===== src/rtl/sram64_arb_pkg.sv =====
// Shared sizes, bank-select field and controller state for the two-requester SRAM arbiter.
package sram64_arb_pkg;
   localparam int ADDR_W  = 15;
   localparam int DATA_W  = 64;
   localparam int NREQ    = 2;
   localparam int BANK_HI = 14;
   localparam int BANK_LO = 13;
   localparam int BANK_W  = BANK_HI - BANK_LO + 1;

   typedef enum logic {INIT, RUN} state_t;

   function automatic logic [BANK_W-1:0] bank_of(input logic [ADDR_W-1:0] addr);
      return addr[BANK_HI:BANK_LO];
   endfunction
endpackage


===== src/rtl/sram64_init_seq.sv =====
// Zero-fill sequencer: walks every word address once after reset, then parks in RUN.
module sram64_init_seq
   import sram64_arb_pkg::*;
#(
   parameter int INIT_EN = 1
) (
   input  logic              clk,
   input  logic              rst,
   output logic              init_active,
   output logic [ADDR_W-1:0] init_addr,
   output logic              init_done
);

   localparam logic [ADDR_W-1:0] ADDR_LAST = '1;

   state_t state;

   // The counter saturates at the last address so it can never wrap back into live data.
   always_ff @(posedge clk) begin
      if (rst) begin
         state       <= (INIT_EN != 0) ? INIT : RUN;
         init_active <= (INIT_EN != 0);
         init_addr   <= '0;
         init_done   <= (INIT_EN == 0);
      end else if (state == INIT) begin
         if (init_addr == ADDR_LAST) begin
            state       <= RUN;
            init_active <= 1'b0;
            init_done   <= 1'b1;
         end else begin
            init_addr <= init_addr + ADDR_W'(1);
         end
      end
   end

endmodule


===== src/rtl/sram64_bank_arbiter.sv =====
// Two-requester arbiter for a 1W/1R banked SRAM: concurrent write+read on distinct banks, round-robin otherwise.
module sram64_bank_arbiter
   import sram64_arb_pkg::*;
#(
   parameter int INIT_EN = 1
) (
   input  logic                   CLK,
   input  logic                   RST,
   input  logic [NREQ-1:0]        req_valid,
   output logic [NREQ-1:0]        req_ready,
   input  logic [NREQ-1:0]        req_we,
   input  logic [NREQ*ADDR_W-1:0] req_addr,
   input  logic [NREQ*DATA_W-1:0] req_wdata,
   input  logic [NREQ*DATA_W-1:0] req_wmask,
   output logic [NREQ-1:0]        rsp_valid,
   output logic [DATA_W-1:0]      rsp_rdata,
   output logic                   init_done,
   output logic                   CE0,
   output logic [ADDR_W-1:0]      A0,
   output logic [DATA_W-1:0]      D0,
   output logic                   WE0,
   output logic [DATA_W-1:0]      WEM0,
   output logic                   CE1,
   output logic [ADDR_W-1:0]      A1,
   input  logic [DATA_W-1:0]      Q1
);

   logic              init_active;
   logic [ADDR_W-1:0] init_addr;
   logic              prio;
   logic [NREQ-1:0]   grant;
   logic [NREQ-1:0]   wr_gnt;
   logic [NREQ-1:0]   rd_gnt;
   logic [NREQ-1:0]   rd_vld_p1;
   logic [ADDR_W-1:0] addr0;
   logic [ADDR_W-1:0] addr1;
   logic              run;
   logic              both;
   logic              split;

   sram64_init_seq #(.INIT_EN(INIT_EN)) u_init_seq (
      .clk        (CLK),
      .rst        (RST),
      .init_active(init_active),
      .init_addr  (init_addr),
      .init_done  (init_done)
   );

   assign addr0 = req_addr[ADDR_W-1:0];
   assign addr1 = req_addr[2*ADDR_W-1:ADDR_W];
   assign run   = !RST && !init_active;
   assign both  = &req_valid;
   // Both ports can be served together only when one writes, one reads, and they hit different banks.
   assign split = (req_we[0] != req_we[1]) && (bank_of(addr0) != bank_of(addr1));

   always_comb begin
      grant = '0;
      if (run) begin
         if (!both)      grant = req_valid;
         else if (split) grant = '1;
         else            grant[prio] = 1'b1;
      end
   end

   assign req_ready = grant;
   assign wr_gnt    = grant & req_we;
   assign rd_gnt    = grant & ~req_we;

   always_comb begin
      CE0  = 1'b0;
      WE0  = 1'b0;
      A0   = '0;
      D0   = '0;
      WEM0 = '0;
      CE1  = 1'b0;
      A1   = '0;
      if (!RST && init_active) begin
         CE0  = 1'b1;
         WE0  = 1'b1;
         A0   = init_addr;
         WEM0 = '1;
      end else if (wr_gnt[0]) begin
         CE0  = 1'b1;
         WE0  = 1'b1;
         A0   = addr0;
         D0   = req_wdata[DATA_W-1:0];
         WEM0 = req_wmask[DATA_W-1:0];
      end else if (wr_gnt[1]) begin
         CE0  = 1'b1;
         WE0  = 1'b1;
         A0   = addr1;
         D0   = req_wdata[2*DATA_W-1:DATA_W];
         WEM0 = req_wmask[2*DATA_W-1:DATA_W];
      end
      if (rd_gnt[0]) begin
         CE1 = 1'b1;
         A1  = addr0;
      end else if (rd_gnt[1]) begin
         CE1 = 1'b1;
         A1  = addr1;
      end
   end

   // Stage p1: read grant registered to line up with the SRAM's one-cycle read latency.
   always_ff @(posedge CLK) begin
      if (RST) begin
         prio      <= 1'b0;
         rd_vld_p1 <= '0;
      end else begin
         rd_vld_p1 <= rd_gnt;
         if (run && both && (grant != '1)) prio <= ~prio;
      end
   end

   assign rsp_valid = rd_vld_p1;
   assign rsp_rdata = Q1;

endmodule


===== config.mk =====
export PLATFORM = sky130hd
export DESIGN_NAME = sram64_bank_arbiter
export DESIGN_NICKNAME = d
export VERILOG_FILES = /design/src/rtl/sram64_arb_pkg.sv /design/src/rtl/sram64_init_seq.sv /design/src/rtl/sram64_bank_arbiter.sv
export SDC_FILE = /design/constraint.sdc
export NUM_CORES = 1
export LEC_CHECK = 0
export ABC_CLOCK_PERIOD_IN_PS = 4310
export BUFFER_PORTS_ARGS = -buffer_cell sky130_fd_sc_hd__buf_2
export CAP_MARGIN = 20
export CORE_AREA = 2 2 225 227
export CTS_CLUSTER_SIZE = 10
export DETAILED_ROUTE_END_ITERATION = 12
export DIE_AREA = 0 0 227 229
export GPL_TIMING_DRIVEN = 0
export PLACE_DENSITY_LB_ADDON = 0.12
export SETUP_SLACK_MARGIN = 0.1
export SYNTH_ARGS = -nofsm -noshare
export SYNTH_HDL_FRONTEND = slang
export SYNTH_SLANG_ARGS = --single-unit

===== constraint.sdc =====
create_clock -name CLK -period 4.31 [get_ports CLK]
set_clock_uncertainty 0.1 [all_clocks]
set_input_delay 0.6465 -clock CLK [delete_from_list [all_inputs] [get_ports CLK]]
set_output_delay 0.6465 -clock CLK [all_outputs]
set_load 0.005 [all_outputs]

Word-level counts from Yosys, hierarchy flattened. Cells that the tools add are included.

Add/sub/neg operators: 1. $lt $le $gt $ge: 2. Eq/ne operators: 4. Muxes and demuxes: 23. Bitwise operators: 6. Reduce and logical (&&, ||, !) cells: 11.

Operators with widths (count): 64-bit 2-to-1 mux (6); 15-bit 2-to-1 mux (5); 15-bit by 1-bit adder with 15-bit output, second input constant (1); 15-bit equality test, second input constant (1); 1-bit 2-to-1 mux (8); 1-bit logical AND (6); 2-bit 2-to-1 mux (3); 2-bit AND reduction (3); 2-bit bitwise AND (2); 1-bit inverter (3); 1-bit logical NOT (2); 1-bit by 2-bit < comparator with 1-bit output, second input constant (1); 2-bit != test (1); 2-bit != test, second input constant (1); 2-bit inverter (1); 1-bit demux with 1-bit select (1); 1-bit >= comparator, second input constant (1); 1-bit != test (1).

Register bits: 21. Input bits: 356. Output and inout bits: 230. Logic and storage cells: 53.

Longest topological paths before layout.
Word-level depth: 11. Gate-level depth with buffers: 7. Mapped depth without buffers: 5.

Modules after synthesis. A second synthesis with hierarchy kept.

Cells, all modules: 438. Area total of the unflattened synthesis: 3550.9 um^2.

Modules (own cells, without submodules): sram64_bank_arbiter (instances 1, cells each 335, area each 2655.0 um^2, sequential area each 60.1 um^2); sram64_init_seq (instances 1, cells each 103, area each 895.9 um^2, sequential area each 360.3 um^2).

Least setup slack after synthesis. OpenSTA, ideal clock, no wires.

Path type: in2out. From: input port req_we[0]. To: output port WE0. Data arrival time: 1.977 ns. Data required time: 3.563 ns. Slack: 1.586 ns. Cell stages on the path: 7. Path buffers: 3. Path through: buf_2 xnor2_1 a21oi_2 o211a_1 buf_2 or3_1 buf_4.

Word-level cells in the longest chain between the ends: 9.

Ends and longest elaborated chain: start, declared (line sram64_bank_arbiter.sv:11) `input logic [NREQ-1:0] req_we,`; 1-bit != test (line sram64_bank_arbiter.sv:54) `assign split = (req_we[0] != req_we[1]) && (bank_of(addr0) != bank_of(addr1));`; 1-bit logical AND (line sram64_bank_arbiter.sv:54); 2-bit 2-to-1 mux (line sram64_bank_arbiter.sv:60) `else if (split) grant = '1;`; 2-bit 2-to-1 mux (line sram64_bank_arbiter.sv:59) `if (!both) grant = req_valid;`; 2-bit 2-to-1 mux (line sram64_bank_arbiter.sv:58) `if (run) begin`; 2-bit bitwise AND (*) (line sram64_bank_arbiter.sv:66) `assign wr_gnt = grant & req_we;`; 1-bit 2-to-1 mux; 1-bit 2-to-1 mux (*) (2 in series); end, declared (line sram64_bank_arbiter.sv:21) `output logic WE0,`.

Mark *: on every way between the ends. The rest lies on a longest branch, timed or not.

Final worst setup path.
From: input port RST. To: output port WEM0[41].

Word-level cells in the longest chain between the ends: 7. Elaborated cells between the ends (all ways): 8. Those cells by class: mux (4); bitwise (1); reduce/logical (3).

Ends and longest elaborated chain: start, declared (line sram64_bank_arbiter.sv:8) `input logic RST,`; 1-bit logical NOT (*) (line sram64_bank_arbiter.sv:51, sram64_bank_arbiter.sv:77); 1-bit logical AND (line sram64_bank_arbiter.sv:51) `assign run = !RST && !init_active;`; 2-bit 2-to-1 mux (line sram64_bank_arbiter.sv:58); 2-bit bitwise AND (line sram64_bank_arbiter.sv:66); 64-bit 2-to-1 mux (line sram64_bank_arbiter.sv:88) `end else if (wr_gnt[1]) begin`; 64-bit 2-to-1 mux (line sram64_bank_arbiter.sv:82) `end else if (wr_gnt[0]) begin`; 64-bit 2-to-1 mux (*) (line sram64_bank_arbiter.sv:77) `if (!RST && init_active) begin`; end, declared (line sram64_bank_arbiter.sv:22) `output logic [DATA_W-1:0] WEM0,`.

Marks and branches as above.

==> impl_metrics.ini <==
[critical_path]
rr_worst_depth = 5
critPathRequiredTime_ps = 3560
cpPeakStageDelay_ps = 710
endpoint_kind = primary output
start_kind = primary input
path_cells = buf_2 > nor3b_2 > o211a_1 > buf_2 > buf_2 > a221o_1 > buf_2
cp_max_fo = 10
crit_type = in2out
critPathArrivalTime_ps = 2940
crit_top_cell = buf_2
slowest_stage = nor3b_2

[timing]
finalCriticalPeriod_ps = 3690
hold_violations = 0
fin_crit_sh_pct = 85.6
tightest_slew_ps = 876
setup_viol = 0
tns_ps = 0
rsz0062_at_grt = false
max_slew_margin_pct = 41.4
maxSlewViolCount = 0
fmax_mhz = 271

[floorplan]
start_util_pct = 6.99
die_area_um2 = 52000
core_um2 = 49700
die_h_um = 229
pin_count = 586
fp.dieW_um = 227
rows = 82

[cells_and_area]
n_fill_cell = 5886
instances_no_fill = 1650
syn_to_final_growth_pct = 102
layout.nets = 1322
drive_above_1_share_pct = 65.2

[power_and_ir_drop]
p_comb_share_pct = 48.6
power_density_nw_per_um2 = 113
p_leak_uw = 0.00373
p_int_uw = 527
pwr-share-seq_pct = 25.1
vdd_drop_max_mv = 0.0995
switching_share_pct = 33.9
clkPwrFrac_pct = 26.3
p_switching_uw = 270

[placement]
dp_hpwl_mm = 36.1
dp_cells = 1632
routabilityCongestion = 0.862
io_buffers = 520

[routing]
first_pass_iters = 4
wl_per_cell_um = 24.2
vias = 5976
via_per_inst = 3.62
drtIter0Drc = 244
routed_wl_mm = 40.0
drc = 0
ant_nets = 0

[clock_tree]
cts_setup_buffers = 0
cts_buffer_depth = 2
cts_tree = built
clk_pin_slew_ps = 70
h-tree-depth = 1
cts_buffers = 3
clockRootBuffer = clkbuf_16
clock_latency_ps = 260
clock_sink_count = 21
cts_resized = 0
hold_buffers = 0

[synth]
ys_seq_area_share_pct = 12.1
synth_area_leaders = a22o_1 (20%), a221o_1 (18%), buf_4 (14%)
ys_types = 44
syn_area_um2 = 3470
synth_area_per_cell_um2 = 7.89
postSynthCellCount = 440
yosysTopAreaCell = a22o_1
yosysWarnings = 0
syn_nets = 797
ys_ff_latch = 21
synth_top_area_share_pct = 19.9

[worst_hold_path]
hp-class = reg2reg
holdPathStages = 2

[grt]
grt_pass1_wl_mm = 50.1
grt_overflow_total = 0
grt_max_degree = 13
grt_util_all_layers_pct = 14.2
grt_pass1_vias = 5901
grt_antenna_before_repair = 46

[status]
status = finished clean

[flow_run]
cap_violations = 0
[placed cells by master, fill, tap and decap left out, types with 7 or more instances in the layout]
cell type and n:
buf_2 551, a22o_1 79, buf_4 65, a221o_1 64, nand2_1 25, inv_1 21, dfxtp_1 21, o211ai_1 18
clkbuf_1 17, o2111ai_1 15, diode_2 14, a21oi_1 9, or3_1 7
[layout make-up]
class	count	area (µm²)	area share [%]
Tap cell	672	841	12.0
Antenna cell	14	35.0	0.498
Multi-Input combinational cell	284	2260	32.2
Clock inverter	1	5.00	0.0712
Clock buffer	3	75.1	1.07
Inverter	21	78.8	1.12
Timing Repair Buffer	520	2600	37.0
Buffer	114	712	10.1
Sequential cell	21	420	5.98
[registers in the layout, indices dropped and copies added (netlist names)]
| register | flops |
|---|---|
| u_init_seq.init_active | 1 |
| rsp_valid | 2 |
| u_init_seq.init_done | 1 |
| u_init_seq.state | 1 |
| u_init_seq.init_addr | 15 |
| prio | 1 |
[power groups by stage]
stage,Sequential [µW],Clock [µW],Combinational [µW]
floorplan,203,0,121
global placement,205,0,393
detailed placement,205,0,393
CTS,200,219,395
global route,201,224,420
finish,200,210,387
[final timing paths]
| check | startpoint | end | slack [ps] |
|---|---|---|---|
| worst max-delay path | RST | WEM0[41] | 620 |
| worst min register to register | u_init_seq.init_done | u_init_seq.init_done | 360 |
| worst max register to register | u_init_seq.init_addr[0] | u_init_seq.init_addr[10] | 2210 |
| worst min-delay path | u_init_seq.init_done | u_init_seq.init_done | 360 |
[cell usage after synthesis]
cell	number
ha_1	1
mux2_2	2
o31ai_1	4
mux2i_1	1
nand4_2	1
or3_1	7
and3_1	1
nand4_1	2
o21a_1	6
nand3_1	5
buf_4	65
clkbuf_2	1
and2_1	1
clkbuf_1	17
nor2b_1	4
nor4_1	4
nor3_1	2
nor3_2	1
buf_2	31
or4_1	3
o2111ai_1	15
nor2_1	5
o31a_1	1
nor3b_2	1
nand2b_1	1
o211a_2	1
dfxtp_1	21
nor3b_1	1
xnor2_1	3
and3b_1	1
a21oi_2	1
o211ai_1	18
or2_2	1
inv_1	21
or2_0	1
o211a_1	3
a22o_1	79
a41oi_1	1
a221o_1	64
a21o_1	1
nand3b_1	1
nand2_1	25
o21ai_0	6
a21oi_1	9
[metrics by stage]
stage | hold slack (ps) | total power [µW] | utilization [%] | area (µm²) | setup WS, ps
6_report | 363 | 797 | 14.2 | 7030 | 620
2_1_floorplan | 342 | 324 | - | 3470 | 1590
5_1_grt | 384 | 845 | 14.1 | 7020 | 365
3_3_place_gp | 341 | 597 | 13.9 | 6920 | 468
4_1_cts | 363 | 814 | 14.1 | 7000 | 447
3_5_place_dp | 346 | 597 | 13.9 | 6920 | 452
[layer usage]
layer	wire [µm]	vias up	global-route usage, %
li1	-	2781	-
met5	139	-	0
met2	19700	330	23.8
met4	1210	24	6.39
met1	13400	2762	14.0
met3	5580	79	8.45
[critical path: cells and delay by family]
kind                   cells  cell delay, ps
AO/OA/AOI/OAI              2             620
buffers and inverters      4             950
AND/OR/NAND/NOR            1             710
[logic make-up (layout without fill, tap and decap cells)]
| group | count (synthesis) | after routing | share of synthesized area, % |
|---|---|---|---|
| other cells | 0 | 14 | 0 |
| buf+inv | 135 | 659 | 22.8 |
| flops | 21 | 21 | 12.1 |
| fa+ha+maj | 1 | 1 | 0.360 |
| simple gates | 68 | 68 | 10.6 |
| mux | 3 | 3 | 0.937 |
| compound gates | 209 | 209 | 52.5 |
| xor+xnor | 3 | 3 | 0.757 |
Note: power is estimated with default switching activity, not from simulation.
